==> src/rtl/crc16_frame_receiver.sv <==
// Serial CRC-16 frame receiver: deserialises a 64-bit MSB-first payload and its CRC.
// It checks the LFSR residual and holds the result on a valid/ack handshake.

module crc16_frame_receiver #(
   parameter int          MSG_W    = 64,
   parameter logic [15:0] RESIDUAL = 16'h800D
) (
   input  logic             clk,
   input  logic             rst_L,
   input  logic             i_bit_in,
   input  logic             i_bit_valid,
   input  logic             i_sof,
   input  logic             i_msg_ack,
   output logic             o_msg_valid,
   output logic             o_crc_ok,
   output logic [MSG_W-1:0] o_message,
   output logic             o_busy,
   output logic             o_overrun
);

   localparam int CNT_W = $clog2(MSG_W + 17);
   localparam logic [CNT_W-1:0] LAST_DATA = CNT_W'(MSG_W - 1);
   localparam logic [CNT_W-1:0] LAST_CRC  = CNT_W'(MSG_W + 15);

   typedef enum logic [1:0] {
      IDLE = 2'd0,
      DATA = 2'd1,
      CRC  = 2'd2,
      HOLD = 2'd3
   } stateT;

   stateT             r_state;
   stateT             w_nextState;
   logic [15:0]       r_lfsr;
   logic [CNT_W-1:0]  r_count;
   logic [MSG_W-1:0]  r_shift;
   logic [MSG_W-1:0]  r_message;
   logic              r_msgValid;
   logic              r_crcOk;
   logic              r_overrun;

   logic              w_accept;
   logic              w_startFrame;
   logic              w_dataBit;
   logic              w_crcBit;
   logic              w_deliver;
   logic              w_release;
   logic              w_setOverrun;
   logic [15:0]       w_lfsrStep;
   logic [15:0]       w_lfsrSeed;

   // x^16 + x^15 + x^2 + 1, MSB first
   function automatic logic [15:0] lfsrStep(input logic [15:0] cur, input logic b);
      logic        fb;
      logic [15:0] nxt;
      fb      = b ^ cur[15];
      nxt     = {cur[14:0], fb};
      nxt[2]  = cur[1] ^ fb;
      nxt[15] = cur[14] ^ fb;
      return nxt;
   endfunction

   assign w_accept   = i_bit_valid;
   assign w_lfsrStep = lfsrStep(r_lfsr, i_bit_in);
   assign w_lfsrSeed = lfsrStep(16'hFFFF, i_bit_in);

   always_ff @(posedge clk or negedge rst_L) begin
      if (!rst_L) begin
         r_state <= IDLE;
      end else begin
         r_state <= w_nextState;
      end
   end

   // A sof on any accepted bit restarts the frame, except in HOLD where it needs an ack
   always_comb begin
      w_nextState  = r_state;
      w_startFrame = 1'b0;
      w_dataBit    = 1'b0;
      w_crcBit     = 1'b0;
      w_deliver    = 1'b0;
      w_release    = 1'b0;
      w_setOverrun = 1'b0;
      case (r_state)
         IDLE: begin
            if (w_accept && i_sof) begin
               w_startFrame = 1'b1;
               w_nextState  = DATA;
            end
         end
         DATA: begin
            if (w_accept) begin
               if (i_sof) begin
                  w_startFrame = 1'b1;
               end else begin
                  w_dataBit = 1'b1;
                  if (r_count == LAST_DATA) begin
                     w_nextState = CRC;
                  end
               end
            end
         end
         CRC: begin
            if (w_accept) begin
               if (i_sof) begin
                  w_startFrame = 1'b1;
                  w_nextState  = DATA;
               end else begin
                  w_crcBit = 1'b1;
                  if (r_count == LAST_CRC) begin
                     w_deliver   = 1'b1;
                     w_nextState = HOLD;
                  end
               end
            end
         end
         HOLD: begin
            if (i_msg_ack) begin
               w_release = 1'b1;
               if (w_accept && i_sof) begin
                  w_startFrame = 1'b1;
                  w_nextState  = DATA;
               end else begin
                  w_nextState = IDLE;
               end
            end else if (w_accept && i_sof) begin
               w_setOverrun = 1'b1;
            end
         end
         default: begin
            w_nextState = IDLE;
         end
      endcase
   end

   always_ff @(posedge clk or negedge rst_L) begin
      if (!rst_L) begin
         r_lfsr  <= 16'hFFFF;
         r_count <= '0;
         r_shift <= '0;
      end else if (w_startFrame) begin
         r_lfsr  <= w_lfsrSeed;
         r_count <= CNT_W'(1);
         r_shift <= {r_shift[MSG_W-2:0], i_bit_in};
      end else if (w_dataBit) begin
         r_lfsr  <= w_lfsrStep;
         r_count <= r_count + CNT_W'(1);
         r_shift <= {r_shift[MSG_W-2:0], i_bit_in};
      end else if (w_crcBit) begin
         r_lfsr  <= w_lfsrStep;
         r_count <= r_count + CNT_W'(1);
      end
   end

   // The check uses the step result so crc_ok is ready on the same edge as msg_valid
   always_ff @(posedge clk or negedge rst_L) begin
      if (!rst_L) begin
         r_msgValid <= 1'b0;
         r_crcOk    <= 1'b0;
         r_message  <= '0;
      end else if (w_deliver) begin
         r_msgValid <= 1'b1;
         r_crcOk    <= (w_lfsrStep == RESIDUAL);
         r_message  <= r_shift;
      end else if (w_release) begin
         r_msgValid <= 1'b0;
      end
   end

   always_ff @(posedge clk or negedge rst_L) begin
      if (!rst_L) begin
         r_overrun <= 1'b0;
      end else if (w_release) begin
         r_overrun <= 1'b0;
      end else if (w_setOverrun) begin
         r_overrun <= 1'b1;
      end
   end

   assign o_msg_valid = r_msgValid;
   assign o_crc_ok    = r_crcOk;
   assign o_message   = r_message;
   assign o_busy      = (r_state == DATA) || (r_state == CRC);
   assign o_overrun   = r_overrun;

endmodule

==> config.mk <==
export PLATFORM = sky130hd
export DESIGN_NAME = crc16_frame_receiver
export DESIGN_NICKNAME = d
export VERILOG_FILES = /design/src/rtl/crc16_frame_receiver.sv
export SDC_FILE = /design/constraint.sdc
export NUM_CORES = 1
export LEC_CHECK = 0
export CAP_MARGIN = 20
export CORE_ASPECT_RATIO = 0.8
export CORE_MARGIN = 2
export CORE_UTILIZATION = 55
export DETAILED_ROUTE_END_ITERATION = 6
export HOLD_SLACK_MARGIN = 0.03
export MAX_ROUTING_LAYER = met4
export PLACE_DENSITY = 0.9
export SLEW_MARGIN = 20
export SYNTH_ARGS = -nofsm -noshare
export SYNTH_HDL_FRONTEND = slang
export SYNTH_SLANG_ARGS = --single-unit
==> constraint.sdc <==
create_clock -name clk -period 2.43 [get_ports clk]
set_input_delay 0.3645 -clock clk [delete_from_list [all_inputs] [get_ports clk]]
set_output_delay 0.3645 -clock clk [all_outputs]
set_load 0.1 [all_outputs]
# --- Word level (Yosys, flattened, before mapping) ---
# Cells that the tools add are included.
op_classes:
  addsub: 1
  mul: 0
  div: 0
  order_cmp: 0
  eq_ne: 13
  n_shift: 0
  muxes: 39
  bitwise: 4
  reduce_logical: 9
ops:
  columns: ["op", "n"]
  rows:
  - ["$mux 64", 2]
  - ["$mux 16", 3]
  - ["$mux 1", 21]
  - ["$mux 7", 3]
  - ["$eq 16x16->1 const B", 1]
  - ["$mux 2", 8]
  - ["$ne 2x2->1 const B", 6]
  - ["$pmux 2 s4", 1]
  - ["$add 7x1->7 const B", 1]
  - ["$eq 7x6->1 const B", 1]
  - ["$eq 7x7->1 const B", 1]
  - ["$reduce_and 7->1", 1]
  - ["$reduce_bool 2->1", 3]
  - ["$eq 2x2->1 const B", 2]
  - ["$ne 3x3->1 const B", 1]
  - ["$pmux 1 s3", 1]
  - ["$reduce_bool 3->1", 1]
  - ["$xor 1x1->1", 3]
  - ["$eq 2x1->1 const B", 1]
  - ["$logic_not 2->1", 1]
  - ["$reduce_or 2->1", 1]
  - ["$logic_and 1x1->1", 1]
  - ["$logic_or 1x1->1", 1]
  - ["$not 1->1", 1]
word_totals:
  reg_bits: 156
  latchBits: 0
  ramBits: 0
  mem_bits_ro: 0
  inputBits: 6
  out_inout_bits: 68
  word_cells: 74
  mem_count: 0

# --- Logic depth before layout (Yosys ltp) ---
logic_depth:
  word_depth: 6
  ltp_mapped: 8
  ltp_nobuf: 7

# --- Least setup slack after synthesis ---
# No wires, ideal clock.
synth_timing:
  path_type: "register -> register"
  from: "reg r_state[0]"
  to: "reg r_shift[0]"
  setup_time_ps: 125
  t_arrival_ps: 2414
  required_time_ps: 2305
  slack_ps: -109
  stages_incl_launch_ff: 8
  path_buffers: 1
  period_less_slack_ps: 2539
  cell_sequence: "dfrtp_1 inv_1 ha_1 a211o_1 nand3_2 nand2_2 buf_2 mux2_2"
synth_between:
  elab_chain_len: 4
  word_cells_on_any_way: 9
  classes_between: "eq/ne (3); mux (3); reduce/logical (3)"
synth_rtl:
  columns: ["element", "line", "source"]
  rows:
  - ["from (decl)", "32", "stateT r_state;"]
  - ["from (signal assigned)", "71", "r_state <= w_nextState;"]
  - ["$eq 2x1->1 / $eq 2x2->1 (equally long branches)", "84", "case (r_state)"]
  - ["$reduce_or 2->1 (no source line)", null, null]
  - ["$pmux 1 s3", "84", null]
  - ["$mux 64 / $reduce_bool 2->1 (equally long branches)", null, null]
  - ["to (signal assigned)", "144", "r_shift <= {r_shift[MSG_W-2:0], i_bit_in};"]
  - ["to (signal assigned)", "148", "r_shift <= {r_shift[MSG_W-2:0], i_bit_in};"]
  - ["to (decl)", "36", "logic [MSG_W-1:0] r_shift;"]
# Parallel ways exist; a longest one is shown, timed or not.
# A chain may end at the register's enable or synchronous reset.

# --- Final worst setup path ---
layout_timing:
  from: "reg r_state[1]"
  to: "reg r_shift[24]"
# Same word-level chain as after synthesis.

==> results.ini <==
[finish]
num-nets-final=529
diodes=0
drive_above_1_share=0.446
fin_util=0.696
n_fill_cell=726
areaGrowthSynthToFinish_pct=22.7
final_cell_mix=140 x dfrtp_1, 102 x mux2_2, 77 x buf_4, 36 x nand2_1, 27 x mux2_1
final_common_cell=dfrtp_1

[job]
maxCapViolCount=0

[logic_synthesis]
yosysWarnings=0
synth_edf_count=0
synth_top_cell_area_share=0.565
async_flop_share=1.00
yosysSeqAreaShare=0.633
synth_top_cell_by_area=dfrtp_1
avgSynthCellArea_um2=14.4
synth_ff_type=dfrtp_1
syn_nets=444
synthTopCellsByArea=dfrtp_1 56%, mux2_2 19%, dfstp_2 6.8%, mux2_1 4.9%, nand2_1 2.2%
yosys_register_bits=156
ys_types=38
synthCells=432
synthesis.area_mm2=0.00620

[timing]
rsz0062_at_grt=false
fin_tns_setup_ns=0
report.final.slew_viol_count=0
skew_ns=0.0102
finalSetupViolations=0
finalHoldViolCount=0
relSlewSlack=0.657
clock.fmax_mhz=472
finalCriticalPeriod_ns=2.12
max_slew.worst_pin.slew_ns=0.515
fin_crit_sh=0.873

[routing]
routed_via_density=5.45
num_vias=3668
drt-met1-wl_mm=4.92
antenna_left=0
wirelength_mm=11.2
dr.max_layer_used=met4
wl_per_cell_um=16.6
dr_wl_met3_um=413
drc=0
dr_wl_met2_mm=5.73
drtIter0Drc=221
dr.pass1.iters=4

[grt]
grt_pass1_wl_mm=19.0
grt-ovfl-total=0
grt_max_degree=61
first_global_vias=3855
antenna_found_initial=0
grtUsageTotal=0.208

[clocking]
insertion_delay_ns=0.41
cts_buffer_depth=2
ctsResizeCount=0
root_buffer=clkbuf_16
cts_inserted_buffers=17
cts.clk_slew.worst_paths_ns=0.06
cts_tree=yes
clock-sinks=156
htree_num_levels=4

[floorplanning]
core_mm2=0.0109
start_util=0.567
die_h_um=99.0
rows=34
ios=74
die_x_um=123
die_area_mm2=0.0122

[outcome]
outcome=completed

[critical_path]
worstSetupStartpoint=r_state[1]
critPathKind=reg2reg
rrSetupSlack_ns=0.31
start_kind=flip-flop
crit_fanout=60
crit_arrival_ns=2.41
reg2reg_from=r_state[1]
worst_setup_path_end_kind=flip-flop
cp.required_ns=2.72

[power]
seqPwrFrac=0.488
power.net_switching_uw=1460
p_int_uw=4870
ir_worst_vdd_mv=0.554
p_comb_frac=0.077
clock_power_share=0.435
power.leakage_uw=0.00386
finalPower_uw=6330
switching_share=0.230
p_per_area_mw_per_mm2=831

[placement]
dp_hpwl_mm=7.37
gp_congestion=0.829
port_buffers=73

[hold_path]
worstHoldPathType=in2async

==> power groups by stage <==
stage | sequential, µW | combinational (µW) | clock [µW]
finish | 3090 | 484 | 2750
CTS | 3090 | 493 | 2810
floorplan | 3060 | 356 | 0
global placement | 3120 | 454 | 0
global route | 3130 | 541 | 2950
detailed placement | 3130 | 484 | 0
==> critical path, cell delays in order (launching register included) <==
cell     delay [ns]
dfrtp_1        0.43
inv_1          0.11
ha_2           0.34
a211o_1        0.12
nand3_2        0.10
nand2_2        0.15
buf_12         0.30
mux2_2         0.38
==> routing by layer <==
metal | track usage | up-vias
met4 | 0.0743 | 0
met3 | 0.0532 | 11
li1 | - | 1689
met2 | 0.322 | 79
met1 | 0.267 | 1889
met5 | - | -
==> synthesized netlist by cell type (2+ instances only) <==
master    instances
a21oi_1           6
dfstp_2          16
mux2_2          102
nand4_1           3
a21o_1            2
nand3_1          15
buf_6             3
buf_2            10
inv_1             4
xnor2_1           4
nand2_1          36
clkbuf_1          7
mux2_1           27
xor2_1            3
o32ai_1           2
or3_1             3
nor4_1            3
nor3_1            2
a31oi_1           5
nor2_1           11
o21ai_0           4
dfrtp_1         140
and3_1            3
nor4b_1           2
ha_1              6
==> area by class of cell <==
class	count	area [µm²]	area share
well taps	144	180	0.0237
clock inverters	14	194	0.0255
repair buffers	87	719	0.0945
flip-flops and latches	156	3920	0.515
inverters	4	15.0	0.00197
multi-input cells	251	2160	0.283
clock buffers	17	425	0.0559
==> cell families after synthesis <==
kind of cell               Yosys count  synth area share
AOI/OAI and AO/OA                   24            0.0244
xor gates and xnor gates             7           0.00988
adders and majority gates            6            0.0121
buffers and inverters               25            0.0214
DFF                                156             0.633
muxes                              129             0.234
and+or+nand+nor                     85            0.0656
==> state kept, by name, indices dropped and copies added (netlist names) <==
name and cells:
r_state 2, r_shift 64, r_lfsr 16, o_message 64, o_overrun 1, o_msg_valid 1
o_crc_ok 1, r_count 7
==> metrics by stage <==
stage                     cell area [µm²]  hold WS [ns]  worst slack, ns  instances
after floorplan                      6210        0.0689            0.115        432
after global placement               6980         0.348            0.277        641
after detailed placement             6980         0.354            0.163        641
after CTS                            7610         0.480            0.325        673
after global routing                 7610         0.504            0.165        673
final                                7610         0.471            0.309        673
==> timing repair <==
item                      4_1_cts  5_1_grt
hold buffers                    1        0
buffers inserted                0        0
hold endpoints to repair       52        0
==> path summary, 6_finish.rpt <==
path,cells after the start,end
worst min-delay path,2,o_message[55]
min in group clk,1,o_message[50]
worst min register to register,1,o_message[50]
worst max register to register,7,r_shift[24]
worst max-delay path,7,r_shift[24]
max in group asynchronous,3,o_message[35]
Power figures use the tool's default switching activity.
